==> src/rtl/uart_byte_fifo.sv <==
// Byte FIFO between uart_rx and uart_tx: four-phase RX handshake in, one tx_start per byte out.
// Define UART_FIFO_OVF_EN for drop mode (ack-and-discard when full, sticky overflow flag).
module uart_byte_fifo #(
   parameter int DEPTH_LOG2 = 4
) (
   input  logic                  clk,
   input  logic                  rst,
   input  logic [7:0]            rxdata,
   input  logic                  rxvalid,
   output logic                  rxack,
   output logic [7:0]            txdata,
   output logic                  tx_start,
   input  logic                  tx_busy,
   output logic [DEPTH_LOG2:0]   count,
   output logic                  empty,
   output logic                  full,
   output logic                  overflow,
   input  logic                  ovf_clr
);

   localparam int                 DEPTH     = 1 << DEPTH_LOG2;
   localparam logic [DEPTH_LOG2:0] DEPTH_CNT = (DEPTH_LOG2 + 1)'(DEPTH);

   typedef enum logic {R_IDLE, R_ACK} rx_state_e;
   typedef enum logic [1:0] {T_IDLE, T_START, T_WAIT_BUSY, T_WAIT_DONE} tx_state_e;

   rx_state_e               rx_state_q;
   tx_state_e               tx_state_q;
   logic [7:0]              mem_q [DEPTH];
   logic [DEPTH_LOG2-1:0]   wr_ptr_q, rd_ptr_q;
   logic [DEPTH_LOG2:0]     count_q, count_d;
   logic                    empty_q, full_q;
   logic                    rxack_q, tx_start_q;
   logic [7:0]              txdata_q;
   logic                    push, pop, rx_take;

   // Push acceptance looks only at the registered full flag, so a same-cycle pop never frees a slot early.
   assign push = (rx_state_q == R_IDLE) && rxvalid && !full_q;
   assign pop  = (tx_state_q == T_IDLE) && !empty_q;

`ifdef UART_FIFO_OVF_EN
   logic drop, overflow_q;

   assign drop    = (rx_state_q == R_IDLE) && rxvalid && full_q;
   assign rx_take = push | drop;

   // A drop in the same cycle as ovf_clr leaves the flag set.
   always_ff @(posedge clk or negedge rst) begin
      if (!rst) begin
         overflow_q <= 1'b0;
      end else if (drop) begin
         overflow_q <= 1'b1;
      end else if (ovf_clr) begin
         overflow_q <= 1'b0;
      end
   end

   assign overflow = overflow_q;
`else
   logic unused_ovf_clr;

   assign rx_take        = push;
   assign overflow       = 1'b0;
   assign unused_ovf_clr = ovf_clr;
`endif

   // NOTE: every variable driven in always_comb gets a default first, otherwise a latch is inferred.
   always_comb begin
      count_d = count_q;
      if (push && !pop) begin
         count_d = count_q + 1'b1;
      end else if (pop && !push) begin
         count_d = count_q - 1'b1;
      end
   end

   // NOTE: sequential state uses non-blocking assignments so every register sees pre-edge values.
   always_ff @(posedge clk or negedge rst) begin
      if (!rst) begin
         count_q  <= '0;
         empty_q  <= 1'b1;
         full_q   <= 1'b0;
         wr_ptr_q <= '0;
      end else begin
         count_q <= count_d;
         empty_q <= (count_d == '0);
         full_q  <= (count_d == DEPTH_CNT);
         if (push) begin
            wr_ptr_q <= wr_ptr_q + 1'b1;
         end
      end
   end

   // NOTE: storage has no reset; only pointers and count define which entries are valid.
   always_ff @(posedge clk) begin
      if (push) begin
         mem_q[wr_ptr_q] <= rxdata;
      end
   end

   always_ff @(posedge clk or negedge rst) begin
      if (!rst) begin
         rx_state_q <= R_IDLE;
         rxack_q    <= 1'b0;
      end else begin
         case (rx_state_q)
            R_IDLE: begin
               if (rx_take) begin
                  rx_state_q <= R_ACK;
                  rxack_q    <= 1'b1;
               end
            end
            R_ACK: begin
               if (!rxvalid) begin
                  rx_state_q <= R_IDLE;
                  rxack_q    <= 1'b0;
               end
            end
         endcase
      end
   end

   always_ff @(posedge clk or negedge rst) begin
      if (!rst) begin
         tx_state_q <= T_IDLE;
         tx_start_q <= 1'b0;
         txdata_q   <= 8'h00;
         rd_ptr_q   <= '0;
      end else begin
         case (tx_state_q)
            T_IDLE: begin
               if (pop) begin
                  txdata_q   <= mem_q[rd_ptr_q];
                  rd_ptr_q   <= rd_ptr_q + 1'b1;
                  tx_start_q <= 1'b1;
                  tx_state_q <= T_START;
               end
            end
            T_START: begin
               tx_start_q <= 1'b0;
               tx_state_q <= T_WAIT_BUSY;
            end
            T_WAIT_BUSY: begin
               if (tx_busy) begin
                  tx_state_q <= T_WAIT_DONE;
               end
            end
            T_WAIT_DONE: begin
               if (!tx_busy) begin
                  tx_state_q <= T_IDLE;
               end
            end
         endcase
      end
   end

   assign rxack    = rxack_q;
   assign tx_start = tx_start_q;
   assign txdata   = txdata_q;
   assign count    = count_q;
   assign empty    = empty_q;
   assign full     = full_q;

endmodule
==> config.mk <==
export PLATFORM = sky130hd
export DESIGN_NAME = uart_byte_fifo
export DESIGN_NICKNAME = d
export VERILOG_FILES = /design/src/rtl/uart_byte_fifo.sv
export SDC_FILE = /design/constraint.sdc
export NUM_CORES = 1
export LEC_CHECK = 0
export CAP_MARGIN = 20
export CORE_MARGIN = 8
export CORE_UTILIZATION = 54
export CTS_CLUSTER_DIAMETER = 30
export DETAILED_ROUTE_END_ITERATION = 10
export PLACE_DENSITY = 0.78
export REMOVE_ABC_BUFFERS = 1
export SYNTH_ARGS = -nofsm -noshare
export SYNTH_HDL_FRONTEND = slang
export SYNTH_SLANG_ARGS = --single-unit
==> constraint.sdc <==
create_clock -name clk -period 2 [get_ports clk]
set_clock_uncertainty 0.1 [all_clocks]
set_input_delay 0.4 -clock clk [delete_from_list [all_inputs] [get_ports clk]]
set_output_delay 0.4 -clock clk [all_outputs]
set_load 0.03 [all_outputs]
* Word-level counts from Yosys, hierarchy flattened
Memories as Yosys holds them, arrays and structs flattened. A register that Yosys moved wholly into a read port is not among the register bits.
Index checks and enable logic that the tools add are counted.
** Storage, ports and cells
- Memories :: 1
- Output and inout port bits :: 18
- Input port bits :: 13
- Register bits after elaboration :: 20
- Bits in writable memories :: 128
** Cells by class
- Reductions and logical operators :: 17
- Multiplexer cells :: 15
- Add/subtract/negate cells :: 4
- Equal/unequal tests :: 9
- Bitwise operators :: 1
** Memories
- mem_q :: depth 16, bits a word 8, read ports 1, clocked after Yosys merged registers in 1, write ports 1, RTL line 29 : logic [7:0] mem_q [DEPTH];
** Operators with widths (count)
- two-way mux 5 bit :: 2
- inequality test 2 bit, second input constant :: 5
- adder 4 x 1 -> 4 bit, second input constant :: 2
- one-hot mux 2 bit (4 select lines) :: 1
- two-way mux 1 bit :: 6
- two-way mux 2 bit :: 3
- one-hot mux 1 bit (2 select lines) :: 3
- AND reduction 2 bit :: 3
- adder 5 x 1 -> 5 bit, second input constant :: 1
- == test 5 bit, second input constant :: 1
- logical AND 1 bit :: 5
- logical NOT 1 bit :: 5
- logical NOT 5 bit :: 1
- subtractor 5 x 1 -> 5 bit, second input constant :: 1
- == test 2 bit, second input constant :: 2
- AND reduction 3 bit :: 1
- == test 2 x 1 -> 1 bit, second input constant :: 1
- logical NOT 2 bit :: 1
- nonzero test 2 bit :: 1
- NOT 1 bit :: 1

* Longest topological paths before layout
- Depth after elaboration :: 8
- Depth in mapped cells :: 8
- Mapped depth without buffers :: 7

* Worst setup path after synthesis
Ideal clock, no wire load.
- Kind :: register -> register
- Start point :: register full_q, in the netlist full
- End point :: memory mem_q[3][0], enable pin
- Setup slack :: -0.192 ns
- Arrival time :: 1.709 ns
- Library setup time :: 0.383 ns
- Cell stages (with the launch flop) :: 5
- Buffers on the path :: 1
- Period minus slack after synthesis :: 2.192 ns
- Data required time :: 1.517 ns
- Cell sequence :: dfrtp_1 -> nor3b_4 -> buf_4 -> nand2_1 -> nor3_1
** Between the ends
- Longest elaborated chain between the ends :: 4
** RTL lines
- start: declaration :: RTL line 32 : logic empty_q, full_q;
- start signal: assignment :: RTL line 87 : full_q <= (count_d == DEPTH_CNT);
- logical NOT 1 bit :: RTL line 38 : assign push = (rx_state_q == R_IDLE) && rxvalid && !full_q;
- logical AND 1 bit :: RTL line 38
- two-way mux 1 bit :: RTL line 96 : if (push) begin
- two-way mux 1 bit (implied by the code) :: RTL line 97 : mem_q[wr_ptr_q] <= rxdata;
- end: declaration :: RTL line 29
Every way passes these cells.

* Worst setup path after layout
- Start point :: register txdata_q[2], in the netlist txdata[2], read port of mem_q
- End point :: output port txdata[2]
** RTL lines
- start: declaration :: RTL line 34 : logic [7:0] txdata_q;
- end: declaration :: RTL line 11 : output logic [7:0] txdata,
No word-level cell between the ends.

==> impl_metrics.tcl <==
set metrics [dict create \
    slowest_stage "clkdlybuf4s50_1" \
    finalSetupViolCount 0 \
    syn_to_final_growth_pct 21.9 \
    io_pins 31 \
    hold_viol 0 \
    p_switching_mw 3.90 \
    numPortBuffers 28 \
    combPwrFrac_pct 33.2 \
    drt_iter0_drc 258 \
    start_util_pct 54.4 \
    ys_seq_elements 156 \
    clkPwrFrac_pct 27.7 \
    start_kind "flop" \
    yosysTopAreaCellShare_pct 59.8 \
    fin_crit_ps 1960 \
    crit_family "buffers and inverters" \
    synth-edff-count 128 \
    grt_use_total_pct 17.2 \
    clkTransAtPathRegs_ps 70 \
    synth_top_family_by_area "multiplexers" \
    arrival_ps 1460 \
    ant_nets 0 \
    via_count 3716 \
    ir_drop_uv 671 \
    placed_area_sq_um 7150 \
    reg2reg_depth 7 \
    cts_buffers 17 \
    hold_buffers 0 \
    postLayoutCellArea_sq_um 7830 \
    drt-total-wl_microns 13200 \
    synth-simple-area-share_pct 8.07 \
    die_h_microns 125 \
    grt_pass1_vias 3856 \
    drtPass1Iterations 5 \
    max-clock-path-buffers 2 \
    worst-setup-path-type "flop to output pin" \
    rr_startpoint "tx_state_q[0]" \
    critPathMaxFanout 2 \
    p_int_mw 7.40 \
    crit_buf_inv 1 \
    finalNetCount 527 \
    grt_start_max_net_pins 29 \
    period_share_pct 97.8 \
    r2r_slack_ps 60 \
    ys_seq_area_share_pct 70.8 \
    avgSynthCellArea_sq_um 15.1 \
    grt_pass1_wl_microns 20400 \
    power_mw 11.3 \
    cts_tree "done" \
    max_freq_ghz 0.511 \
    syn-cell-area_sq_um 6420 \
    p_sw_share_pct 34.5 \
    hold_class "input pin to asynchronous set/reset pin" \
    drv_slew 0 \
    ys_warn_count 0 \
    synth.area.top_cells "edfxtp_1, dfrtp_1, mux2i_1" \
    overflow 0 \
    final_common_cell "edfxtp_1" \
    maxCapViolCount 0 \
    ys.flop_type "edfxtp_1" \
    cp-end-kind "output pin" \
    place_hpwl_microns 8460 \
    ys_types 40 \
    slew_headroom_pct 59.1 \
    place.gp.congestion 0.819 \
    worstPathRequired_ps 1500 \
    powerDensity_nw_per_um2 1440 \
    htree_levels 4 \
    cts-root-buf "clkbuf_16" \
    cellLeakagePower_nw 2.98 \
    synth-adder-area-share_pct 2.34 \
    pre_cts_ws_ps -245 \
    cts_num_sinks 156 \
    p_seq_share_pct 39.1 \
    synth_compound_area_share_pct 4.87 \
    viasPerCell 5.61 \
    crit_chain "clkdlybuf4s50_1" \
    finalWorstSetupSlack_ps 44.3 \
    synthArstFlopShare_pct 17.9 \
    routedWlPerCell_microns 20.0 \
    std_cell_rows 40 \
    fin_util_pct 66.3 \
    core_area_sq_um 11800 \
    worst_slew_pin_slew_ps 612 \
    drive_gt1_share_pct 19.2 \
    antenna_found_initial 0 \
    layout_common_cells "edfxtp_1, mux2i_1, buf_4" \
    insertion_delay_ps 430 \
    drc 0 \
    cpPeakStageDelay_ps 680 \
    setup_tns_ps 0 \
    dieArea_sq_um 15600 \
    synth_xor_area_share_pct 1.48 \
    diodes 0 \
    reg2reg_to "empty" \
    yosysTopAreaCell "edfxtp_1" \
    synthCells 426 \
    fp.dieW_microns 125 \
    synthMuxAreaShare_pct 10.3 \
    status "complete, no violations" \
]
per-stage QoR:
stage,hold WS (ps),std cells
2_1_floorplan,4.41,405
3_3_place_gp,368,623
3_5_place_dp,375,623
4_1_cts,266,656
5_1_grt,300,662
6_report,264,662
cells by family after synthesis:
family | Yosys count
AND/OR/NAND/NOR | 105
buffers and inverters | 29
XOR/XNOR | 10
adder cells (fa/ha/maj) | 12
other | 1
multiplexers | 66
AO/OA/AOI/OAI | 47
flip-flops | 156
timing repair:
item                                    4_1_cts  5_1_grt
endpoints found under the setup margin       10        6
setup buffers                                 1        6
pin swaps                                     2        3
gates resized for setup                      11       11
gates cloned                                  0        0
metal layers:
layer / track usage [%] / wire [microns] / vias up
met5: 0 / 0 / -
met4: 9.53 / 446 / 0
met3: 4.16 / 628 / 34
met2: 29.9 / 6780 / 104
met1: 19.2 / 5370 / 1840
li1: - / - / 1738
registers in the layout (all words and copies together), names as in the netlist:
signal	count
full	1
tx_start	1
tx_state_q	2
mem_q	128
txdata	8
rxack	1
count	5
rx_state_q	1
wr_ptr_q	4
rd_ptr_q	4
empty	1
cell usage after synthesis (2+ instances only):
master,n
xor2_1,2
o21ai_0,6
a21oi_1,18
nor3_1,5
and2_1,2
buf_4,5
nor2_1,14
mux2i_1,65
nor2b_1,3
xnor2_1,7
dfrtp_1,27
ha_1,12
nand3_1,27
edfxtp_1,128
clkbuf_1,9
buf_2,6
nand2_1,40
nor4_1,2
a22oi_1,17
nand2b_1,4
inv_1,8
power groups by stage:
stage / combinational, mW / sequential [mW] / clock (mW)
detailed placement: 3.59 / 4.46 / 0
finish: 3.76 / 4.42 / 3.13
CTS: 3.60 / 4.41 / 3.16
global route: 4.06 / 4.46 / 3.28
floorplan: 1.88 / 4.83 / 0
global placement: 3.45 / 4.43 / 0
worst max path at each step:
stage	start	end	slack (ps)	cells after the start
2_1_floorplan	rd_ptr_q[1]	txdata[5]	-1030	4
4_1_cts	tx_state_q[0]	empty	7	7
6_report	txdata[2]	txdata[2]	40	1
3_3_place_gp	rxvalid	empty	-180	7
5_1_grt	tx_state_q[0]	empty	-20	9
3_5_place_dp	rxvalid	empty	-240	7
area by class of cell:
class                      count  area, sq um
sequential                   156         4550
fill                         808         3980
multi-input combinational    241         1790
timing repair buffer          78          691
clock buffer                  19          453
tap                          147          184
clock inverter                13          130
inverter                       8         30.0
(Power assumes the default switching activity.)
